File: config.mk
export PLATFORM = sky130hd
export DESIGN_NAME = trigger_conditioner
export DESIGN_NICKNAME = d
export VERILOG_FILES = /design/src/rtl/trigger_pkg.sv /design/src/rtl/trigger_conditioner_sync.sv /design/src/rtl/trigger_conditioner.sv
export SDC_FILE = /design/constraint.sdc
export NUM_CORES = 1
export LEC_CHECK = 0
export ABC_AREA = 1
export CAP_MARGIN = 20
export CORE_ASPECT_RATIO = 0.8
export CORE_UTILIZATION = 40
export CTS_CLUSTER_DIAMETER = 200
export DETAILED_ROUTE_END_ITERATION = 8
export GPL_TIMING_DRIVEN = 0
export PLACE_DENSITY = 0.75
export SLEW_MARGIN = 20
export SYNTH_ARGS = -nofsm -noshare
export SYNTH_HDL_FRONTEND = slang
export SYNTH_SLANG_ARGS = --single-unit
File: constraint.sdc
create_clock -name clk -period 2.7 [get_ports clk]
set_input_delay 0.405 -clock clk [delete_from_list [all_inputs] [get_ports clk]]
set_output_delay 0.405 -clock clk [all_outputs]
set_load 0.005 [all_outputs]
File: src/rtl/trigger_pkg.sv
// Shared types and default parameter values for the trigger conditioning path.
//   trig_state_e        : debounce FSM state encoding
//   *_DEF               : default parameter values for trigger_conditioner
package trigger_pkg;

  typedef enum logic [1:0] {
    LOW       = 2'd0,
    PEND_HIGH = 2'd1,
    HIGH      = 2'd2,
    PEND_LOW  = 2'd3
  } trig_state_e;

  localparam int SYNC_STAGES_DEF     = 2;
  localparam int DEBOUNCE_CYCLES_DEF = 4;
  localparam int CNT_WIDTH_DEF       = 8;

endpackage

File: src/rtl/trigger_conditioner_sync.sv
// bit_synchronizer: multi-flop synchroniser for one asynchronous input bit.
//   clk : sampling clock
//   rst : synchronous active-high reset, clears every stage
//   d   : asynchronous input
//   q   : synchronised output (last stage of the chain)
module bit_synchronizer #(
  parameter int STAGES = 2
) (
  input  logic clk,
  input  logic rst,
  input  logic d,
  output logic q
);

  logic [STAGES-1:0] sync_q;
  logic [STAGES-1:0] sync_d;

  always_comb begin
    sync_d = {sync_q[STAGES-2:0], d};
  end

  always_ff @(posedge clk) begin
    if (rst) begin
      sync_q <= '0;
    end else begin
      sync_q <= sync_d;
    end
  end

  assign q = sync_q[STAGES-1];

endmodule

File: src/rtl/trigger_conditioner.sv
// trigger_conditioner: synchronises and debounces a raw trigger level, emits
// one-cycle rise/fall pulses and counts accepted rising triggers.
//   clk        : clock, all state on rising edge
//   rst        : synchronous active-high reset (highest priority)
//   in         : raw asynchronous trigger level
//   count_clr  : synchronous clear of trig_count and overflow
//   level_out  : debounced level (1 in HIGH and PEND_LOW)
//   rise_pulse : one cycle on entry to HIGH from LOW/PEND_HIGH
//   fall_pulse : one cycle on entry to LOW from HIGH/PEND_LOW
//   trig_count : accepted rising triggers, modulo 2^CNT_WIDTH
//   overflow   : sticky, set when trig_count wraps
module trigger_conditioner
  import trigger_pkg::*;
#(
  parameter int SYNC_STAGES     = SYNC_STAGES_DEF,
  parameter int DEBOUNCE_CYCLES = DEBOUNCE_CYCLES_DEF,
  parameter int CNT_WIDTH       = CNT_WIDTH_DEF
) (
  input  logic                 clk,
  input  logic                 rst,
  input  logic                 in,
  input  logic                 count_clr,
  output logic                 level_out,
  output logic                 rise_pulse,
  output logic                 fall_pulse,
  output logic [CNT_WIDTH-1:0] trig_count,
  output logic                 overflow
);

  localparam int DCW = $clog2(DEBOUNCE_CYCLES + 1);
  localparam logic [DCW-1:0] DEB_LAST = DCW'(DEBOUNCE_CYCLES);

  logic s;

  trig_state_e          state_q, state_d;
  logic [DCW-1:0]       deb_q, deb_d, deb_inc;
  logic                 level_q, level_d;
  logic                 rise_q, rise_d;
  logic                 fall_q, fall_d;
  logic [CNT_WIDTH-1:0] cnt_q, cnt_d;
  logic                 ovf_q, ovf_d;

  bit_synchronizer #(
    .STAGES(SYNC_STAGES)
  ) u_sync (
    .clk(clk),
    .rst(rst),
    .d  (in),
    .q  (s)
  );

  assign deb_inc = deb_q + DCW'(1);

  always_comb begin
    state_d = state_q;
    deb_d   = deb_q;
    case (state_q)
      LOW: begin
        if (s) begin
          if (DEBOUNCE_CYCLES == 1) begin
            state_d = HIGH;
            deb_d   = '0;
          end else begin
            state_d = PEND_HIGH;
            deb_d   = DCW'(1);
          end
        end
      end
      PEND_HIGH: begin
        if (!s) begin
          state_d = LOW;
          deb_d   = '0;
        end else if (deb_inc == DEB_LAST) begin
          state_d = HIGH;
          deb_d   = '0;
        end else begin
          deb_d = deb_inc;
        end
      end
      HIGH: begin
        if (!s) begin
          if (DEBOUNCE_CYCLES == 1) begin
            state_d = LOW;
            deb_d   = '0;
          end else begin
            state_d = PEND_LOW;
            deb_d   = DCW'(1);
          end
        end
      end
      PEND_LOW: begin
        if (s) begin
          state_d = HIGH;
          deb_d   = '0;
        end else if (deb_inc == DEB_LAST) begin
          state_d = LOW;
          deb_d   = '0;
        end else begin
          deb_d = deb_inc;
        end
      end
      default: begin
        state_d = LOW;
        deb_d   = '0;
      end
    endcase
  end

  // Outputs are decoded from the next state so they register on the same
  // edge the FSM changes; returning from a pending state gives no pulse.
  always_comb begin
    level_d = (state_d == HIGH) || (state_d == PEND_LOW);
    rise_d  = (state_d == HIGH) && ((state_q == LOW) || (state_q == PEND_HIGH));
    fall_d  = (state_d == LOW)  && ((state_q == HIGH) || (state_q == PEND_LOW));
  end

  // Clear is applied first so a clear coinciding with a rise yields a count of 1.
  always_comb begin
    cnt_d = cnt_q;
    ovf_d = ovf_q;
    if (count_clr) begin
      cnt_d = '0;
      ovf_d = 1'b0;
    end
    if (rise_d) begin
      if (cnt_d == '1) begin
        ovf_d = 1'b1;
      end
      cnt_d = cnt_d + CNT_WIDTH'(1);
    end
  end

  always_ff @(posedge clk) begin
    if (rst) begin
      state_q <= LOW;
      deb_q   <= '0;
      level_q <= 1'b0;
      rise_q  <= 1'b0;
      fall_q  <= 1'b0;
      cnt_q   <= '0;
      ovf_q   <= 1'b0;
    end else begin
      state_q <= state_d;
      deb_q   <= deb_d;
      level_q <= level_d;
      rise_q  <= rise_d;
      fall_q  <= fall_d;
      cnt_q   <= cnt_d;
      ovf_q   <= ovf_d;
    end
  end

  assign level_out  = level_q;
  assign rise_pulse = rise_q;
  assign fall_pulse = fall_q;
  assign trig_count = cnt_q;
  assign overflow   = ovf_q;

endmodule

-- Yosys cells after proc, flatten, opt, wreduce, memory -nomap -nowiden
Cells that the tools add are included.
- memory bits (writable): 0
- memories: 0
- register bits: 19
- bits in read-only memories: 0
- latch bits: 0
- output and inout port bits: 12
- bits of input ports: 4
- logic and storage cells: 45
- mux-type cells: 18
- divide/modulo/power cells: 0
- shifts and indexed selects: 0
- reduce and logical (&&, ||, !) cells: 8
- add/sub/neg operators: 2
- bitwise logic cells: 0
- magnitude comparators: 0
- equal/unequal tests: 9
- $mul: 0
- operators by type and width (operator ; number):
    8-bit two-way mux ; 2
    3-bit two-way mux ; 5
    2-bit two-way mux ; 6
    3-bit case mux with 4 select lines ; 1
    8-bit by 1-bit adder with 8-bit output, second input constant ; 1
    2-bit equality test, second input constant ; 4
    8-bit equality test, second input constant ; 1
    2-bit case mux with 4 select lines ; 1
    2-bit zero test ; 2
    3-bit by 1-bit adder with 3-bit output, second input constant ; 1
    3-bit equality test, second input constant ; 1
    1-bit logical OR ; 3
    1-bit two-way mux ; 3
    2-bit by 1-bit equality test with 1-bit output, second input constant ; 1
    1-bit logical AND ; 2
    2-bit by 1-bit inequality test with 1-bit output, second input constant ; 1
    2-bit inequality test, second input constant ; 1
    2-bit AND reduction ; 1

-- Logic depth before layout (Yosys ltp)
Gate-level depths: netlist (run 1).
- depth after elaboration: 8
- depth in mapped cells: 11
- depth with buffers taken out: 11

-- By module
From an unflattened synthesis (run 1), not the netlist that was laid out.
- cell total of the unflattened synthesis: 131
- area total of the unflattened synthesis: 912.1 µm²
- modules (own cells, without submodules) (module ; cells an instance ; times used ; area an instance (µm²) ; sequential area each (µm²)):
    trigger_conditioner ; 125 ; 1 ; 857.1 ; 320.3
    bit_synchronizer ; 6 ; 1 ; 55.1 ; 40.0

-- Worst setup path after synthesis (run 1)
OpenSTA, ideal clock, no wires.
- path type: input to register
- from: in count_clr
- to: reg cnt_q[6] (netlist: trig_count[6])
- cell stages on the path: 11
- required time: 2.587 ns
- data arrival time: 1.338 ns
- buffers on the path: 0
- slack: 1.249 ns
- setup time: 0.113 ns
- path through: inv_2 -> nand2_1 -> inv_1 -> ha_1 -> nand2_1 -> nor2_1 -> nand3_1 -> nor2_1 -> nand2_1 -> nand2_1 -> nor2_1
- word-level cells in the longest chain between the ends: 3
- RTL lines (what ; RTL line ; RTL):
    start: declaration ; trigger_conditioner.sv:22 ; input logic count_clr,
    8-bit two-way mux * ; trigger_conditioner.sv:121 ; if (count_clr) begin
    8-bit by 1-bit adder with 8-bit output ; trigger_conditioner.sv:129 ; cnt_d = cnt_d + CNT_WIDTH'(1);
    8-bit two-way mux * ; trigger_conditioner.sv:125 ; if (rise_d) begin
    end signal: assignment ; trigger_conditioner.sv:148 ; cnt_q <= cnt_d;
    end: declaration ; trigger_conditioner.sv:40 ; logic [CNT_WIDTH-1:0] cnt_q, cnt_d;
Mark *: on every way between the ends. The rest lies on a longest branch, timed or not.
A chain may end at the register's enable or synchronous reset.

-- Worst setup path after layout (run 1)
Same ends and word-level chain as after synthesis.

==> results of run 1 <==
[through the flow]
stage | utilization | cells
final | 0.551 | 168
after floorplan | - | 125
after CTS | 0.551 | 168
after global routing | 0.551 | 168
after global placement | 0.533 | 164
after detailed placement | 0.533 | 164
[state kept, by name, summed over array words and instances, names as in the netlist]
signal and flops:
deb_q 3, fall_pulse 1, overflow 1, rise_pulse 1, state_q 2, trig_count 8
u_sync.sync_q 2
[final timing paths]
kind | slack [ns] | endpoint | startpoint | cells after the start
worst min-delay path | 0.41 | u_sync.sync_q[1]$_SDFF_PP0_ | u_sync.sync_q[0]$_SDFF_PP0_ | 2
worst max register to register | 1.18 | trig_count[6]$_SDFF_PP0_ | trig_count[0]$_SDFF_PP0_ | 10
worst max-delay path | 0.82 | trig_count[6]$_SDFF_PP0_ | count_clr | 12
worst min register to register | 0.41 | u_sync.sync_q[1]$_SDFF_PP0_ | u_sync.sync_q[0]$_SDFF_PP0_ | 2
[power by group through the flow]
stage / clock network, mW / logic (mW) / registers (mW)
detailed placement: 0 / 0.0198 / 0.276
CTS: 0.172 / 0.0199 / 0.270
finish: 0.168 / 0.0196 / 0.270
global placement: 0 / 0.0193 / 0.276
global route: 0.185 / 0.0222 / 0.271
floorplan: 0 / 0.0112 / 0.276
[cells in the mapped netlist (all sizes together)]
master | n | area (µm²)
nand2 | 29 | 114
o22ai | 1 | 6.26
dfxtp | 18 | 360
a21oi | 7 | 35.0
clkinv | 1 | 3.75
nand3 | 8 | 52.6
o21ai | 5 | 28.8
nor2 | 26 | 105
inv | 21 | 78.8
xnor2 | 1 | 8.76
ha | 3 | 37.5
a211oi | 1 | 7.51
nor3 | 3 | 15.0
buf | 1 | 11.3
[layer usage]
| metal | wire length (µm) | up-vias | share of wire | track usage |
|---|---|---|---|---|
| met5 | 0 | - | 0 | 0 |
| met4 | 0 | 0 | 0 | 0.0308 |
| met3 | 92 | 0 | 0.054 | 0.0667 |
| met2 | 768 | 19 | 0.45 | 0.277 |
| met1 | 839 | 340 | 0.49 | 0.237 |
| li1 | - | 425 | - | - |
[area by class of cell]
cell class | count | area (µm²) | share of cell area
tap | 24 | 30.0 | 0.0278
sequential | 18 | 360 | 0.333
multi-input combinational | 84 | 410 | 0.380
inverter | 22 | 82.6 | 0.0764
buffer | 1 | 11.3 | 0.0104
timing repair buffer | 15 | 150 | 0.139
clock buffer | 4 | 36.3 | 0.0336
[worst max-delay path: stages]
cell                              delay, ns
sky130_fd_sc_hd__clkdlybuf4s50_1       0.43
sky130_fd_sc_hd__inv_2                 0.16
sky130_fd_sc_hd__nand2_1               0.11
sky130_fd_sc_hd__inv_1                 0.08
sky130_fd_sc_hd__ha_1                  0.19
sky130_fd_sc_hd__nand2_1               0.07
sky130_fd_sc_hd__nor2_1                0.21
sky130_fd_sc_hd__nand3_1               0.11
sky130_fd_sc_hd__nor2_1                0.16
sky130_fd_sc_hd__nand2_1               0.07
sky130_fd_sc_hd__nand2_1               0.06
sky130_fd_sc_hd__nor2_1                0.04
[logic make-up (layout without fill, tap and decap cells)]
group           after synthesis  count (layout)  share of synthesized area
flops                        18              18                      0.417
simple gates                 66              66                      0.331
fa+ha+maj                     3               3                     0.0434
compound gates               14              14                     0.0897
buf+inv                      23              42                      0.109
xor+xnor                      1               1                     0.0101
==> implementation parameters, run 1 <==
Parameter                              Value

Die
  Placement row count ... 14
  Horizontal die dimension ... 54.0 µm
  CORE AREA ... 1960 µm²
  # IOs ... 16
  Height of the die ... 43.6 µm
  Die area ... 2350 µm²
  Initial standard-cell utilization of the core ... 0.441

Power
  Relative contribution of sequential cells to total power ... 0.591
  Maximum ir drop on the vdd rail ... 0.394 mV
  Final Power ... 0.457 mW
  Power share of the clock group ... 0.366
  Static Leak ... 0.453 nW
  Fraction of power spent switching nets ... 0.217
  Power Density ... 423 nW/µm²
  Sw Pwr ... 0.0994 mW
  Comb pwr share ... 0.043
  Cell internal power dissipation ... 0.358 mW

Run status
  Status ... finished, final reports clean

Routing
  Antenna-violating nets left ... 0
  Wire length per cell ... 10.1 µm
  Detailed-route via count ... 784
  Total routed wirelength ... 1700 µm
  Number of vias per cell ... 4.67
  Starting DRC count in detailed routing ... 16
  Number of iterations in the first detailed-routing pass ... 4
  Number of DRC violations after detailed routing ... 0

Cells and area
  Share of layout cells above drive strength 1 ... 0.0903
  Final-layout fill cell count ... 189
  Final layout net count ... 152
  Antenna diode instance count ... 0
  Layout Cell Area excl Fill ... 1080 µm²
  Most frequent cells in the layout ... 27 x sky130_fd_sc_hd__nand2_1, 25 x sky130_fd_sc_hd__nor2_1, 18 x sky130_fd_sc_hd__inv_1, 18 x sky130_fd_sc_hd__dfxtp_1, 15 x sky130_fd_sc_hd__clkdlybuf4s50_1
  Area added between synthesis and finish ... 25.0%
  Leading cell type in the layout, fill and taps excluded ... sky130_fd_sc_hd__nand2_1

Critical path
  Data required time of the worst path ... 2.91 ns
  Setup crit start kind ... input port
  Critical path capture point type ... flop
  Crit path max fanout ... 9
  Start-to-end type of the worst setup path ... in -> reg
  Endpoint arrival time on the critical path ... 2.09 ns

Synthesis
  Proportion of synthesized chip area in sequential cells ... 0.417
  Synth warn ... 0
  Post-synthesis net count ... 132
  Number of storage elements in the synthesis netlist ... 18
  Cell variety after synth ... 20
  Instance count of the mapped netlist ... 125
  Post-Syn Area per Cell ... 6.92 µm²
  Post-Synthesis Cell Area ... 865 µm²

STA
  Setup-failing EPs final ... 0
  Final number of max-transition violations ... 0
  Final hold violation count ... 0
  Measured slew at the worst slew-check pin ... 0.286 ns
  Total negative slack for setup checks ... 0 ns
  Max Clock Skew ... 0.00623 ns
  Slew margin rel. ... 0.808
  Max frequency ... 0.531 GHz
  Final worst-path cycle share ... 0.697
  PnR worst setup slack ... 0.818 ns
  Post-route worst hold slack ... 0.405 ns
  RSZ-0062 raised after global routing ... false
  Shortest period the worst path allows ... 1.88 ns

Clock tree
  Number of sinks on the clock net ... 18
  Insertion delay to the later sink of the worst-skew pair ... 0.30 ns
  Number of hold-repair buffers added at the cts stage ... 0
  CTS Buffer Depth ... 2
  Clock Root Buffer ... sky130_fd_sc_hd__clkbuf_4
  TritonCTS clock tree ... built
  Clock slew seen by the registers of the worst setup and hold paths ... 0.11 ns
  # Post-CTS Setup Buffers ... 0
  Count of instances resized after the clock tree is built ... 0
  Clock H-tree levels ... 1
  TritonCTS Buffers ... 3

Global routing
  Vias in the first global route ... 728
  Global Route Usage Sum ... 0.177
  Antenna violations before repair ... 0
  Total global routing overflow ... 0
  Global-route wire length before repair ... 2990 µm
  Pin count of the biggest net entering global routing ... 11

Job
  Max-Cap Viols ... 0

Worst hold path
  Worst hold-check path type ... reg -> reg

Placed design
  Routability cong. ... 0.895
  HPWL after detailed placement ... 1320 µm
  Number of buffers added on ports ... 15
  Placed Instance Area ... 1040 µm²
  Worst setup slack before clock tree synthesis ... 0.512 ns
Power figures use the tool's default switching activity.
==> run 2: changes to the inputs <==
--- a/config.mk
+++ b/config.mk
@@ -12,7 +12,7 @@
 export CTS_CLUSTER_DIAMETER = 200
 export DETAILED_ROUTE_END_ITERATION = 8
 export GPL_TIMING_DRIVEN = 0
-export PLACE_DENSITY = 0.75
+export PLACE_DENSITY = 0.77
 export SLEW_MARGIN = 20
 export SYNTH_ARGS = -nofsm -noshare
 export SYNTH_HDL_FRONTEND = slang
==> constraint.sdc (replaced) <==
create_clock -name clk -period 1.7 [get_ports clk]
set_input_delay 0.255 -clock clk [delete_from_list [all_inputs] [get_ports clk]]
set_output_delay 0.255 -clock clk [all_outputs]
set_load 0.005 [all_outputs]
==> run 2 against run 1 <==
Against the previous run: total power up 59%; register-to-register slack got worse by 0.88 ns; sequential share of layout area down 0.68 points; final cell count increased by 1.2%; clock-buffer cell count stayed put; first-iteration DRC count fell by 44%; sequential power grew 59%; non-clock buffer count is 2 higher; clock skew fell by 0.0048 ns; die area unchanged.
==> implementation parameters, run 2 (synthesis gave the netlist of run 1 again) <==
Parameter                              Value

Global routing
  Vias in the first global route ... 657 (-9.8%)
  Pin count of the biggest net entering global routing ... 11 (unchanged)
  Total global routing overflow ... 0 (unchanged)
  Global-route wire length before repair ... 3010 µm (+0.47%)
  Global Route Usage Sum ... 0.179 (+0.00131)
  Antenna violations before repair ... 0 (unchanged)

Placed design
  Placed Instance Area ... 1040 µm² (unchanged)
  Number of buffers added on ports ... 15 (unchanged)
  Routability cong. ... 0.892 (-0.34%)
  HPWL after detailed placement ... 1300 µm (-1.2%)

Routing
  Number of vias per cell ... 4.67 (about the same)
  Total routed wirelength ... 1730 µm (+1.5%)
  Number of iterations in the first detailed-routing pass ... 4 (unchanged)
  Number of DRC violations after detailed routing ... 0 (unchanged)
  Antenna-violating nets left ... 0 (unchanged)
  Wire length per cell ... 10.2 µm (+0.33%)
  Starting DRC count in detailed routing ... 9 (-7)
  Detailed-route via count ... 794 (+1.3%)

Die
  CORE AREA ... 1960 µm² (unchanged)
  Placement row count ... 14 (unchanged)
  Initial standard-cell utilization of the core ... 0.441 (unchanged)
  Horizontal die dimension ... 54.0 µm (unchanged)
  Die area ... 2350 µm² (unchanged)
  Height of the die ... 43.6 µm (unchanged)
  # IOs ... 16 (unchanged)

STA
  Max frequency ... 0.644 GHz
  Shortest period the worst path allows ... 1.55 ns
  Final worst-path cycle share ... 0.913
  Max Clock Skew ... 0.00140 ns (-0.00483 ns)
  Final number of max-transition violations ... 0 (unchanged)
  Slew margin rel. ... 0.802 (-0.00628)
  Measured slew at the worst slew-check pin ... 0.296 ns (+0.00937 ns)
  Final hold violation count ... 0 (unchanged)
  Setup-failing EPs final ... 0 (unchanged)

Cells and area
  Leading cell type in the layout, fill and taps excluded ... sky130_fd_sc_hd__nand2_1
  Number of flip-flops under the largest register name ... 8 (unchanged)
  Share of layout cells above drive strength 1 ... 0.116 (+0.0262)
  Final-layout fill cell count ... 191 (+1.1%)
  Final layout net count ... 154 (+1.3%)
  Antenna diode instance count ... 0 (unchanged)
  Post-layout util ... 0.563 (+0.0115)
  Most frequent cells in the layout ... 27 x sky130_fd_sc_hd__nand2_1, 23 x sky130_fd_sc_hd__nor2_1, 18 x sky130_fd_sc_hd__inv_1, 18 x sky130_fd_sc_hd__dfxtp_1, 15 x sky130_fd_sc_hd__clkdlybuf4s50_1
  Area added between synthesis and finish ... 27.6%
  Layout Cell Area excl Fill ... 1100 µm² (+2.1%)

Run status
  Status ... finished, final reports clean

Critical path
  CP max stage delay ... 0.46 ns (+0.03 ns)
  Endpoint arrival time on the critical path ... 1.75 ns (-0.34 ns)
  Data required time of the worst path ... 1.90 ns (-1.01 ns)
  Crit path max fanout ... 8 (-1)
  Start-to-end type of the worst setup path ... in -> reg
  Most common cell on crit path ... sky130_fd_sc_hd__nand2_1
  Setup crit start kind ... input port
  Crit path max-delay cell type ... sky130_fd_sc_hd__clkdlybuf4s50_1
  Ordered cell list for the critical path ... clkdlybuf4s50_1 > inv_4 > nand2_1 > inv_1 > ha_1 > nand2_1 > nor2_2 > nand3_1 > nor2_2 > nand2_1 > nand2_1 > nor2_1
  R2r worst-path depth ... 10 (unchanged)
  Critical path capture point type ... flop

Worst hold path
  Cell count of the worst hold path ... 2 (unchanged)
  Worst hold-check path type ... reg -> reg

Clock tree
  Clock slew seen by the registers of the worst setup and hold paths ... 0.10 ns (about the same)
  TritonCTS clock tree ... built
  Number of hold-repair buffers added at the cts stage ... 0 (unchanged)
  Clock H-tree levels ... 1 (unchanged)
  Number of sinks on the clock net ... 18 (unchanged)
  CTS Buffer Depth ... 2 (unchanged)
  TritonCTS Buffers ... 3 (unchanged)
  Clock Root Buffer ... sky130_fd_sc_hd__clkbuf_4
  Insertion delay to the later sink of the worst-skew pair ... 0.29 ns (about the same)

Power
  Power Density ... 659 nW/µm² (+56%)
  Maximum ir drop on the vdd rail ... 0.606 mV (+54%)
  Static Leak ... 0.463 nW (+2.1%)
  Final Power ... 0.728 mW (+59%)

Job
  Max-Cap Viols ... 0 (unchanged)
## run 2: worst max-delay path, delay by kind of cell
family / cells / cell delay [ns]
adder cells (fa/ha/maj): 1 / 0.18
AND/OR/NAND/NOR: 8 / 0.67
buffers and inverters: 3 / 0.64
## run 2: worst paths after layout
| path | from | endpoint | slack [ns] |
|---|---|---|---|
| worst min-delay path | u_sync.sync_q[0]$_SDFF_PP0_ | u_sync.sync_q[1]$_SDFF_PP0_ | 0.41 |
| worst max-delay path | count_clr | trig_count[6]$_SDFF_PP0_ | 0.15 |
| worst min register to register | u_sync.sync_q[0]$_SDFF_PP0_ | u_sync.sync_q[1]$_SDFF_PP0_ | 0.41 |
| worst max register to register | trig_count[0]$_SDFF_PP0_ | trig_count[6]$_SDFF_PP0_ | 0.30 |
## run 2: area by class of cell
type                    instances  area (µm²)  area share
plain buffers                   1        11.3      0.0102
clock buffers                   4        36.3      0.0329
repair buffers                 17         165       0.150
flip-flops and latches         18         360       0.327
inverters                      22        85.1      0.0771
well taps                      24        30.0      0.0272
multi-input cells              84         415       0.376
## run 2: stage by stage
step	setup TNS (ns)	worst slack, ns	cells	hold slack [ns]
after floorplan	0	0.399	125	0.324
after global placement	-0.525	-0.234	164	0.393
after detailed placement	-0.571	-0.258	164	0.405
after CTS	0	0.0532	168	0.420
after global routing	-0.00849	-0.00849	170	0.442
final	0	0.148	170	0.414
## run 2: routing by layer
metal | part of all wire | routed length, µm | up-vias | track usage
met3 | 0.038 | 65 | 2 | 0.0667
li1 | - | - | 426 | -
met2 | 0.44 | 764 | 14 | 0.252
met5 | 0 | 0 | - | 0
met4 | 0.0081 | 14 | 0 | 0.0462
met1 | 0.51 | 883 | 352 | 0.255
## run 2: repair_timing
action | 4_1_cts | 5_1_grt
endpoints found under the setup margin | 0 | 1
hold endpoints to repair | 0 | 0
resized for setup | 0 | 3
buffers inserted | 0 | 2
## run 2: where the power goes
group / internal [mW] / switching, mW
Sequential: 0.426 / 0.00357
Combinational: 0.0152 / 0.0206
Clock: 0.131 / 0.132
Total: 0.571 / 0.156
==> run 3: changes to the inputs <==
--- a/config.mk
+++ b/config.mk
@@ -13,7 +13,6 @@
 export DETAILED_ROUTE_END_ITERATION = 8
 export GPL_TIMING_DRIVEN = 0
 export PLACE_DENSITY = 0.77
-export SLEW_MARGIN = 20
 export SYNTH_ARGS = -nofsm -noshare
 export SYNTH_HDL_FRONTEND = slang
 export SYNTH_SLANG_ARGS = --single-unit
==> results of run 3 <==
The final DEF is identical to that of run 2; final timing and power are the same.
